## src/rtl/pipe_pkg.sv

```systemverilog
// Shared pipeline definitions for the execute stage.
// Contents: ALUOp and funct7/funct3 encodings, the internal ALU-control,
// forwarding-select and multiplier-state enums, and the decode and
// forwarding-select helper functions.
package pipe_pkg;

  localparam logic [1:0] ALUOP_ADD   = 2'b00;
  localparam logic [1:0] ALUOP_SUB   = 2'b01;
  localparam logic [1:0] ALUOP_RTYPE = 2'b10;
  localparam logic [1:0] ALUOP_ITYPE = 2'b11;

  localparam logic [6:0] F7_BASE   = 7'b0000000;
  localparam logic [6:0] F7_ALT    = 7'b0100000;
  localparam logic [6:0] F7_MULDIV = 7'b0000001;

  localparam logic [2:0] F3_ADD = 3'b000;
  localparam logic [2:0] F3_SLL = 3'b001;
  localparam logic [2:0] F3_XOR = 3'b100;
  localparam logic [2:0] F3_SRA = 3'b101;
  localparam logic [2:0] F3_AND = 3'b111;

  typedef enum logic [2:0] {
    ALU_NONE, ALU_ADD, ALU_SUB, ALU_AND, ALU_XOR, ALU_SLL, ALU_SRA, ALU_MUL
  } alu_ctrl_e;

  typedef enum logic [1:0] {FWD_ID, FWD_MEM, FWD_WB} fwd_sel_e;

  typedef enum logic [1:0] {MUL_IDLE, MUL_BUSY, MUL_DONE} mul_state_e;

  // Unrecognised encodings decode to ALU_NONE, which yields a zero result.
  function automatic alu_ctrl_e alu_decode(input logic [1:0] alu_op,
                                           input logic [6:0] f7,
                                           input logic [2:0] f3);
    alu_ctrl_e ctrl;
    ctrl = ALU_NONE;
    case (alu_op)
      ALUOP_ADD: ctrl = ALU_ADD;
      ALUOP_SUB: ctrl = ALU_SUB;
      ALUOP_RTYPE: begin
        case ({f7, f3})
          {F7_BASE, F3_AND}:   ctrl = ALU_AND;
          {F7_BASE, F3_XOR}:   ctrl = ALU_XOR;
          {F7_BASE, F3_SLL}:   ctrl = ALU_SLL;
          {F7_BASE, F3_ADD}:   ctrl = ALU_ADD;
          {F7_ALT, F3_ADD}:    ctrl = ALU_SUB;
          {F7_MULDIV, F3_ADD}: ctrl = ALU_MUL;
          default:             ctrl = ALU_NONE;
        endcase
      end
      ALUOP_ITYPE: begin
        if (f3 == F3_ADD) ctrl = ALU_ADD;
        else if (f3 == F3_SRA && f7 == F7_ALT) ctrl = ALU_SRA;
      end
      default: ctrl = ALU_NONE;
    endcase
    return ctrl;
  endfunction

  // EX/MEM has priority over WB; x0 is never forwarded.
  function automatic fwd_sel_e fwd_select(input logic       mem_we,
                                          input logic [4:0] mem_rd,
                                          input logic       wb_we,
                                          input logic [4:0] wb_rd,
                                          input logic [4:0] src);
    if (mem_we && mem_rd != 5'd0 && mem_rd == src) return FWD_MEM;
    if (wb_we && wb_rd != 5'd0 && wb_rd == src) return FWD_WB;
    return FWD_ID;
  endfunction

endpackage

```

## src/rtl/mul_iter.sv

```systemverilog
// Iterative shift-add multiplier (low 32 bits of the product).
// Ports: clk_i/rst_i clock and synchronous active-high reset; start_i
// accepted only when idle, capturing a_i (multiplicand) and b_i
// (multiplier); busy_o high for ITERS cycles; done_o high for one cycle
// with product_o valid.
module mul_iter
  import pipe_pkg::*;
#(
  parameter int unsigned BITS  = 1,
  parameter int unsigned ITERS = 32 / BITS
) (
  input  logic        clk_i,
  input  logic        rst_i,
  input  logic        start_i,
  input  logic [31:0] a_i,
  input  logic [31:0] b_i,
  output logic        busy_o,
  output logic        done_o,
  output logic [31:0] product_o
);

  localparam int unsigned CNT_W = $clog2(ITERS);

  mul_state_e       state, state_nx;
  logic [31:0]      acc, mcand, mplier, partial;
  logic [CNT_W-1:0] cnt;
  logic             last_iter;

  assign last_iter = (cnt == CNT_W'(ITERS - 1));

  always_comb begin
    state_nx = state;
    case (state)
      MUL_IDLE: if (start_i) state_nx = MUL_BUSY;
      MUL_BUSY: if (last_iter) state_nx = MUL_DONE;
      MUL_DONE: state_nx = MUL_IDLE;
      default:  state_nx = MUL_IDLE;
    endcase
  end

  // Sum of the multiplicand shifted by each set bit of the low multiplier digit.
  always_comb begin
    partial = '0;
    for (int unsigned i = 0; i < BITS; i++) begin
      if (mplier[i]) partial = partial + (mcand << i);
    end
  end

  always_ff @(posedge clk_i) begin
    if (rst_i) begin
      state  <= MUL_IDLE;
      acc    <= '0;
      mcand  <= '0;
      mplier <= '0;
      cnt    <= '0;
    end else begin
      state <= state_nx;
      case (state)
        MUL_IDLE: begin
          if (start_i) begin
            acc    <= '0;
            mcand  <= a_i;
            mplier <= b_i;
            cnt    <= '0;
          end
        end
        MUL_BUSY: begin
          acc    <= acc + partial;
          mcand  <= mcand << BITS;
          mplier <= mplier >> BITS;
          cnt    <= cnt + CNT_W'(1);
        end
        default: ;
      endcase
    end
  end

  assign busy_o    = (state == MUL_BUSY);
  assign done_o    = (state == MUL_DONE);
  assign product_o = acc;

endmodule

```

## src/rtl/ex_stage.sv

```systemverilog
// Execute stage of the 5-stage RISC-V pipeline.
// Inputs: ID/EX control, operands, funct fields and register addresses,
// plus EX/MEM and WB write-back info for forwarding.
// Outputs: stall_o (hold request while a MUL is in flight) and the EX/MEM
// pipeline register (controls, ALU/MUL result, store data, rd).
module ex_stage
  import pipe_pkg::*;
#(
  parameter int unsigned MUL_BITS_PER_CYCLE = 1
) (
  input  logic        clk_i,
  input  logic        rst_i,
  input  logic        RegWrite_i,
  input  logic        MemtoReg_i,
  input  logic        MemRead_i,
  input  logic        MemWrite_i,
  input  logic [1:0]  ALUOp_i,
  input  logic        ALUSrc_i,
  input  logic [31:0] RS1data_i,
  input  logic [31:0] RS2data_i,
  input  logic [31:0] immediate_i,
  input  logic [6:0]  funct7_i,
  input  logic [2:0]  funct3_i,
  input  logic [4:0]  RS1addr_i,
  input  logic [4:0]  RS2addr_i,
  input  logic [4:0]  RDaddr_i,
  input  logic        MEM_RegWrite_i,
  input  logic [4:0]  MEM_RDaddr_i,
  input  logic [31:0] MEM_ALUresult_i,
  input  logic        WB_RegWrite_i,
  input  logic [4:0]  WB_RDaddr_i,
  input  logic [31:0] WB_data_i,
  output logic        stall_o,
  output logic        RegWrite_o,
  output logic        MemtoReg_o,
  output logic        MemRead_o,
  output logic        MemWrite_o,
  output logic [31:0] ALUresult_o,
  output logic [31:0] MemData_o,
  output logic [4:0]  RDaddr_o
);

  localparam int unsigned MUL_ITERS = 32 / MUL_BITS_PER_CYCLE;

  fwd_sel_e    fwd_a, fwd_b;
  alu_ctrl_e   alu_ctrl;
  logic [31:0] op_a, rs2_fwd, op_b, alu_res, mul_product;
  logic        mul_busy, mul_done, mul_start;
  logic [3:0]  hold_ctl;
  logic [4:0]  hold_rd;

  always_comb begin
    fwd_a = fwd_select(MEM_RegWrite_i, MEM_RDaddr_i, WB_RegWrite_i, WB_RDaddr_i, RS1addr_i);
    fwd_b = fwd_select(MEM_RegWrite_i, MEM_RDaddr_i, WB_RegWrite_i, WB_RDaddr_i, RS2addr_i);
    case (fwd_a)
      FWD_MEM: op_a = MEM_ALUresult_i;
      FWD_WB:  op_a = WB_data_i;
      default: op_a = RS1data_i;
    endcase
    case (fwd_b)
      FWD_MEM: rs2_fwd = MEM_ALUresult_i;
      FWD_WB:  rs2_fwd = WB_data_i;
      default: rs2_fwd = RS2data_i;
    endcase
    op_b     = ALUSrc_i ? immediate_i : rs2_fwd;
    alu_ctrl = alu_decode(ALUOp_i, funct7_i, funct3_i);
  end

  always_comb begin
    alu_res = '0;
    case (alu_ctrl)
      ALU_ADD: alu_res = op_a + op_b;
      ALU_SUB: alu_res = op_a - op_b;
      ALU_AND: alu_res = op_a & op_b;
      ALU_XOR: alu_res = op_a ^ op_b;
      ALU_SLL: alu_res = op_a << op_b[4:0];
      ALU_SRA: alu_res = $signed(op_a) >>> immediate_i[4:0];
      default: alu_res = '0;  // ALU_NONE; MUL results come from mul_iter
    endcase
  end

  // While DONE the ID/EX register still holds the finished MUL, so a new
  // start is only recognised from IDLE.
  assign mul_start = (alu_ctrl == ALU_MUL) && !mul_busy && !mul_done;
  assign stall_o   = mul_start || mul_busy;

  mul_iter #(
    .BITS  (MUL_BITS_PER_CYCLE),
    .ITERS (MUL_ITERS)
  ) u_mul_iter (
    .clk_i     (clk_i),
    .rst_i     (rst_i),
    .start_i   (mul_start),
    .a_i       (op_a),
    .b_i       (op_b),
    .busy_o    (mul_busy),
    .done_o    (mul_done),
    .product_o (mul_product)
  );

  always_ff @(posedge clk_i) begin
    if (rst_i) begin
      hold_ctl <= '0;
      hold_rd  <= '0;
    end else if (mul_start) begin
      hold_ctl <= {RegWrite_i, MemtoReg_i, MemRead_i, MemWrite_i};
      hold_rd  <= RDaddr_i;
    end
  end

  always_ff @(posedge clk_i) begin
    if (rst_i || (stall_o && !mul_done)) begin
      {RegWrite_o, MemtoReg_o, MemRead_o, MemWrite_o} <= '0;
      ALUresult_o <= '0;
      MemData_o   <= '0;
      RDaddr_o    <= '0;
    end else if (mul_done) begin
      {RegWrite_o, MemtoReg_o, MemRead_o, MemWrite_o} <= hold_ctl;
      ALUresult_o <= mul_product;
      MemData_o   <= '0;
      RDaddr_o    <= hold_rd;
    end else begin
      {RegWrite_o, MemtoReg_o, MemRead_o, MemWrite_o} <=
        {RegWrite_i, MemtoReg_i, MemRead_i, MemWrite_i};
      ALUresult_o <= alu_res;
      MemData_o   <= rs2_fwd;
      RDaddr_o    <= RDaddr_i;
    end
  end

endmodule

```

## config.mk

```make
export PLATFORM = sky130hd
export DESIGN_NAME = ex_stage
export DESIGN_NICKNAME = d
export VERILOG_FILES = /design/src/rtl/pipe_pkg.sv /design/src/rtl/mul_iter.sv /design/src/rtl/ex_stage.sv
export SDC_FILE = /design/constraint.sdc
export NUM_CORES = 1
export LEC_CHECK = 0
export CAP_MARGIN = 20
export CORE_ASPECT_RATIO = 1.4
export CORE_MARGIN = 2
export CORE_UTILIZATION = 40
export DETAILED_ROUTE_END_ITERATION = 6
export SLEW_MARGIN = 0
export SYNTH_ARGS = -nofsm -noshare
export SYNTH_HDL_FRONTEND = slang
export SYNTH_SLANG_ARGS = --single-unit
export TNS_END_PERCENT = 1
```

## constraint.sdc

```tcl
create_clock -name clk_i -period 15.1 [get_ports clk_i]
set_clock_uncertainty 0.15 [all_clocks]
set_input_delay 3.02 -clock clk_i [delete_from_list [all_inputs] [get_ports clk_i]]
set_output_delay 3.02 -clock clk_i [all_outputs]
set_load 0.01 [all_outputs]
```

==> metrics.txt <==
# TYPE chip_impl_metric gauge
chip_impl_info{name="synth-main-ff-cell",value="sky130_fd_sc_hd__dfxtp_1"} 1
chip_impl_metric{name="chipHeight",unit="um"} 249.6
chip_impl_metric{name="power_density",unit="nW/um^2"} 79.98
chip_impl_metric{name="postSynth.asyncResetShare",unit=""} 0
chip_impl_metric{name="number_of_antenna_violations_at_the_first_check_in_global_routing",unit=""} 4
chip_impl_info{name="tritoncts_clock_tree",value="yes"} 1
chip_impl_metric{name="timing.critical_path.arrival",unit="ns"} 10.39
chip_impl_metric{name="number_of_violations_reported_at_the_end_of_detailed_routing_iteration_0",unit=""} 2047
chip_impl_metric{name="area.sequential",unit="um^2"} 3704
chip_impl_metric{name="clock_sink_count",unit=""} 185
chip_impl_metric{name="synth.top_cell.area_share",unit=""} 0.2148
chip_impl_metric{name="first_global_vias",unit=""} 19030
chip_impl_metric{name="finalHoldViolCount",unit=""} 0
chip_impl_metric{name="wire_per_inst",unit="um"} 28.09
chip_impl_metric{name="detail_route.drc_violations",unit=""} 8
chip_impl_metric{name="syn_area",unit="um^2"} 17240
chip_impl_metric{name="timing.final.ws_setup",unit="ns"} 4.949
chip_impl_metric{name="globalRouteTotalUtil",unit=""} 0.3716
chip_impl_metric{name="drv_slew",unit=""} 0
chip_impl_metric{name="post_route_ant_nets",unit=""} 0
chip_impl_metric{name="global_route_wire_length_before_repair",unit="um"} 125300
chip_impl_metric{name="detail_route.first_pass.iterations",unit=""} 7
chip_impl_info{name="root_buffer",value="sky130_fd_sc_hd__clkbuf_16"} 1
chip_impl_metric{name="hold_buffers",unit=""} 0
chip_impl_metric{name="floorplan.initialDensity",unit=""} 0.4029
chip_impl_metric{name="sum_of_negative_setup_slack",unit="ns"} 0
chip_impl_metric{name="cts_resized",unit=""} 0
chip_impl_metric{name="std_cell_rows",unit=""} 90
chip_impl_metric{name="layout.nets",unit=""} 2797
chip_impl_metric{name="numPlacedInstances",unit=""} 3023
chip_impl_metric{name="multi_input_area",unit="um^2"} 12600
chip_impl_info{name="rsz0062_at_grt",value="no"} 1
chip_impl_metric{name="cts_made_buffers",unit=""} 17
chip_impl_metric{name="synth-seq-cells",unit=""} 185
chip_impl_metric{name="layoutNonFillerInstCount",unit=""} 3057
chip_impl_metric{name="synth_enable_flop_cells",unit=""} 0
chip_impl_info{name="synth.top_cells.by_area",value="sky130_fd_sc_hd__dfxtp_1, sky130_fd_sc_hd__ha_1, sky130_fd_sc_hd__mux2i_1"} 1
chip_impl_metric{name="number_of_distinct_library_cells_after_synthesis",unit=""} 100
chip_impl_metric{name="worst_max_slew_margin_expressed_relative_to_the_limit",unit=""} 0.3007
chip_impl_metric{name="post-cts-setup-buffers",unit=""} 0
chip_impl_metric{name="wire_length_after_detailed_routing",unit="um"} 85870
chip_impl_metric{name="overflow",unit=""} 0
chip_impl_info{name="layout.cells.most_common_list",value="sky130_fd_sc_hd__nor2_1, sky130_fd_sc_hd__clkdlybuf4s50_1, sky130_fd_sc_hd__nand2_1, sky130_fd_sc_hd__dfxtp_1, sky130_fd_sc_hd__a21oi_1"} 1
chip_impl_info{name="failed_checks",value="design-rule violations"} 1
chip_impl_metric{name="synth_area_per_cell",unit="um^2"} 7.578
chip_impl_metric{name="die_w",unit="um"} 179.5
chip_impl_metric{name="period_share",unit=""} 0.6722
chip_impl_metric{name="final_layout_size_suffix_gt1_frac",unit=""} 0.09029
chip_impl_metric{name="synth_nets",unit=""} 2582
chip_impl_info{name="critPathKind",value="input pin to flop"} 1
chip_impl_metric{name="ys.warnings.count",unit=""} 0
chip_impl_info{name="mostFrequentLayoutCell",value="sky130_fd_sc_hd__nor2_1"} 1
chip_impl_info{name="hold_path_class",value="flop to flop"} 1
chip_impl_metric{name="max_frequency",unit="MHz"} 98.52
chip_impl_metric{name="clk_latency",unit="ns"} 0.48
chip_impl_metric{name="cap_violations",unit=""} 0
chip_impl_metric{name="dr_vias",unit=""} 19390
chip_impl_metric{name="setup_viol",unit=""} 0
chip_impl_info{name="largest_area_contributor_in_the_synthesized_netlist",value="sky130_fd_sc_hd__dfxtp_1"} 1
chip_impl_metric{name="via_per_inst",unit=""} 6.342
chip_impl_metric{name="worst-slew-pin-transition",unit="ns"} 1.038
chip_impl_metric{name="maximum_number_of_pins_on_one_net_before_global_route_repair",unit=""} 86
chip_impl_metric{name="final_layout_fill_cell_count",unit=""} 4272
chip_impl_info{name="critPathCaptureType",value="flop"} 1
chip_impl_metric{name="synthesis.instances",unit=""} 2275
chip_impl_metric{name="cts_max_level",unit=""} 4
chip_impl_metric{name="p_leak",unit="nW"} 8.447
chip_impl_metric{name="io_buffer_count",unit=""} 279
chip_impl_metric{name="hpwlAfterDp",unit="um"} 67040
chip_impl_metric{name="placement.setup.worst_slack",unit="ns"} 4.690
chip_impl_metric{name="finalCriticalPeriod",unit="ns"} 10.15
chip_impl_metric{name="total_core_area",unit="um^2"} 42790
chip_impl_info{name="outcome",value="finished with violations"} 1
chip_impl_metric{name="path_clk_slew",unit="ns"} 0.08
chip_impl_metric{name="gp_congestion",unit=""} 1.060
chip_impl_metric{name="growth_of_design_area_from_synthesis_to_finish",unit="%"} 23.89
chip_impl_metric{name="critical_path.max_fanout",unit=""} 39
chip_impl_info{name="kind_of_launch_point_of_the_worst_setup_path",value="input pin"} 1
chip_impl_metric{name="cts-root-to-sink-buffers",unit=""} 2
chip_impl_metric{name="yosysSeqAreaShare",unit=""} 0.2148
chip_impl_metric{name="dieArea",unit="um^2"} 44800
chip_impl_metric{name="required",unit="ns"} 15.34
chip_impl_metric{name="vdd.ir_drop.worst",unit="mV"} 0.07574
chip_impl_metric{name="top_level_ports",unit=""} 280
-- cells by family after synthesis --
kind of cell / count (synthesis) / synth area share
AO/OA/AOI/OAI: 635 / 0.2706
XOR/XNOR: 107 / 0.05436
adder cells (fa/ha/maj): 101 / 0.07418
buffers and inverters: 248 / 0.06147
flip-flops: 185 / 0.2148
multiplexers: 160 / 0.1018
AND/OR/NAND/NOR: 839 / 0.2227
-- flip-flops by register name (all words and copies together) (netlist names), 2 cells and up --
signal / count
u_mul_iter.state: 2
u_mul_iter.cnt: 5
u_mul_iter.mcand: 32
hold_ctl: 4
hold_rd: 5
u_mul_iter.mplier: 32
u_mul_iter.product_o: 32
MemData_o: 32
RDaddr_o: 5
ALUresult_o: 32
-- area by class of cell --
class / instances / area share
Antenna cell: 2 / 0.0002343
Clock buffer: 17 / 0.01992
Clock inverter: 15 / 0.01090
Inverter: 87 / 0.01541
Multi-Input combinational cell: 1842 / 0.5900
Sequential cell: 185 / 0.1734
Tap cell: 552 / 0.03234
Timing Repair Buffer: 357 / 0.1578
-- worst paths after layout --
path,from,to,slack (ns),cells after the start
setup / recovery,MEM_RDaddr_i[1],ALUresult_o[31],4.95,25
hold reg to reg,hold_rd[1],hold_rd[1],0.31,2
setup reg to reg,u_mul_iter.mplier[0],u_mul_iter.product_o[30],10.54,14
hold / removal,hold_rd[1],hold_rd[1],0.31,2
-- worst max-delay path, stage by stage --
cell                              delay, ns
sky130_fd_sc_hd__clkdlybuf4s50_1       0.50
sky130_fd_sc_hd__or4_4                 0.56
sky130_fd_sc_hd__o21ai_4               0.21
sky130_fd_sc_hd__or3_1                 0.15
sky130_fd_sc_hd__buf_4                 0.37
sky130_fd_sc_hd__nand3_1               0.26
sky130_fd_sc_hd__a32oi_4               0.23
sky130_fd_sc_hd__buf_4                 0.56
sky130_fd_sc_hd__inv_1                 0.16
sky130_fd_sc_hd__ha_1                  0.28
sky130_fd_sc_hd__and3_1                0.23
sky130_fd_sc_hd__a31oi_1               0.23
sky130_fd_sc_hd__xnor2_1               0.10
sky130_fd_sc_hd__ha_1                  0.39
sky130_fd_sc_hd__a31oi_1               0.29
sky130_fd_sc_hd__o21a_1                0.18
sky130_fd_sc_hd__nor4b_1               0.62
sky130_fd_sc_hd__o31ai_1               0.24
sky130_fd_sc_hd__o41ai_1               0.58
sky130_fd_sc_hd__o31ai_1               0.13
sky130_fd_sc_hd__a21o_1                0.26
sky130_fd_sc_hd__xor2_1                0.22
sky130_fd_sc_hd__mux2i_1               0.21
sky130_fd_sc_hd__o21ai_1               0.09
sky130_fd_sc_hd__a221oi_2              0.26
-- where the power goes --
part / switching, mW / internal [mW] / total (mW)
sequential: 0.00602 / 0.502 / 0.508
clock: 0.280 / 0.239 / 0.519
combinational: 0.409 / 0.271 / 0.681
-- cell usage after synthesis (all sizes together), types with 18 or more instances --
master,instances
a211oi,68
a21o,30
a21oi,134
a221oi,23
a22oi,44
a311oi,29
a31oi,41
and2,42
and3,18
buf,45
clkbuf,116
dfxtp,185
ha,99
inv,83
mux2,37
mux2i,115
nand2,240
nand2b,47
nand3,45
nor2,297
nor3,82
o21ai,81
o221ai,37
xnor2,79
xor2,28
-- layer usage --
layer / wire (um) / up-vias / global-route usage / share of wire
li1: - / 8758 / - / -
met1: 32770 / 9339 / 0.4336 / 0.38
met2: 39890 / 1027 / 0.6155 / 0.46
met3: 6260 / 265 / 0.06698 / 0.073
met4: 6952 / 0 / 0.2588 / 0.081
met5: 0 / - / 0 / 0
-- through the flow --
step	total power [mW]	instance area (um^2)	hold WS [ns]	utilization
4_1_cts	1.703	21350	0.3088	0.4990
5_1_grt	1.771	21350	0.3271	0.4990
2_1_floorplan	0.8954	17240	0.2821	-
3_5_place_dp	1.179	20690	0.2963	0.4836
6_report	1.708	21360	0.3082	0.4991
3_3_place_gp	1.181	20690	0.2883	0.4834
Power figures use the tool's default switching activity.
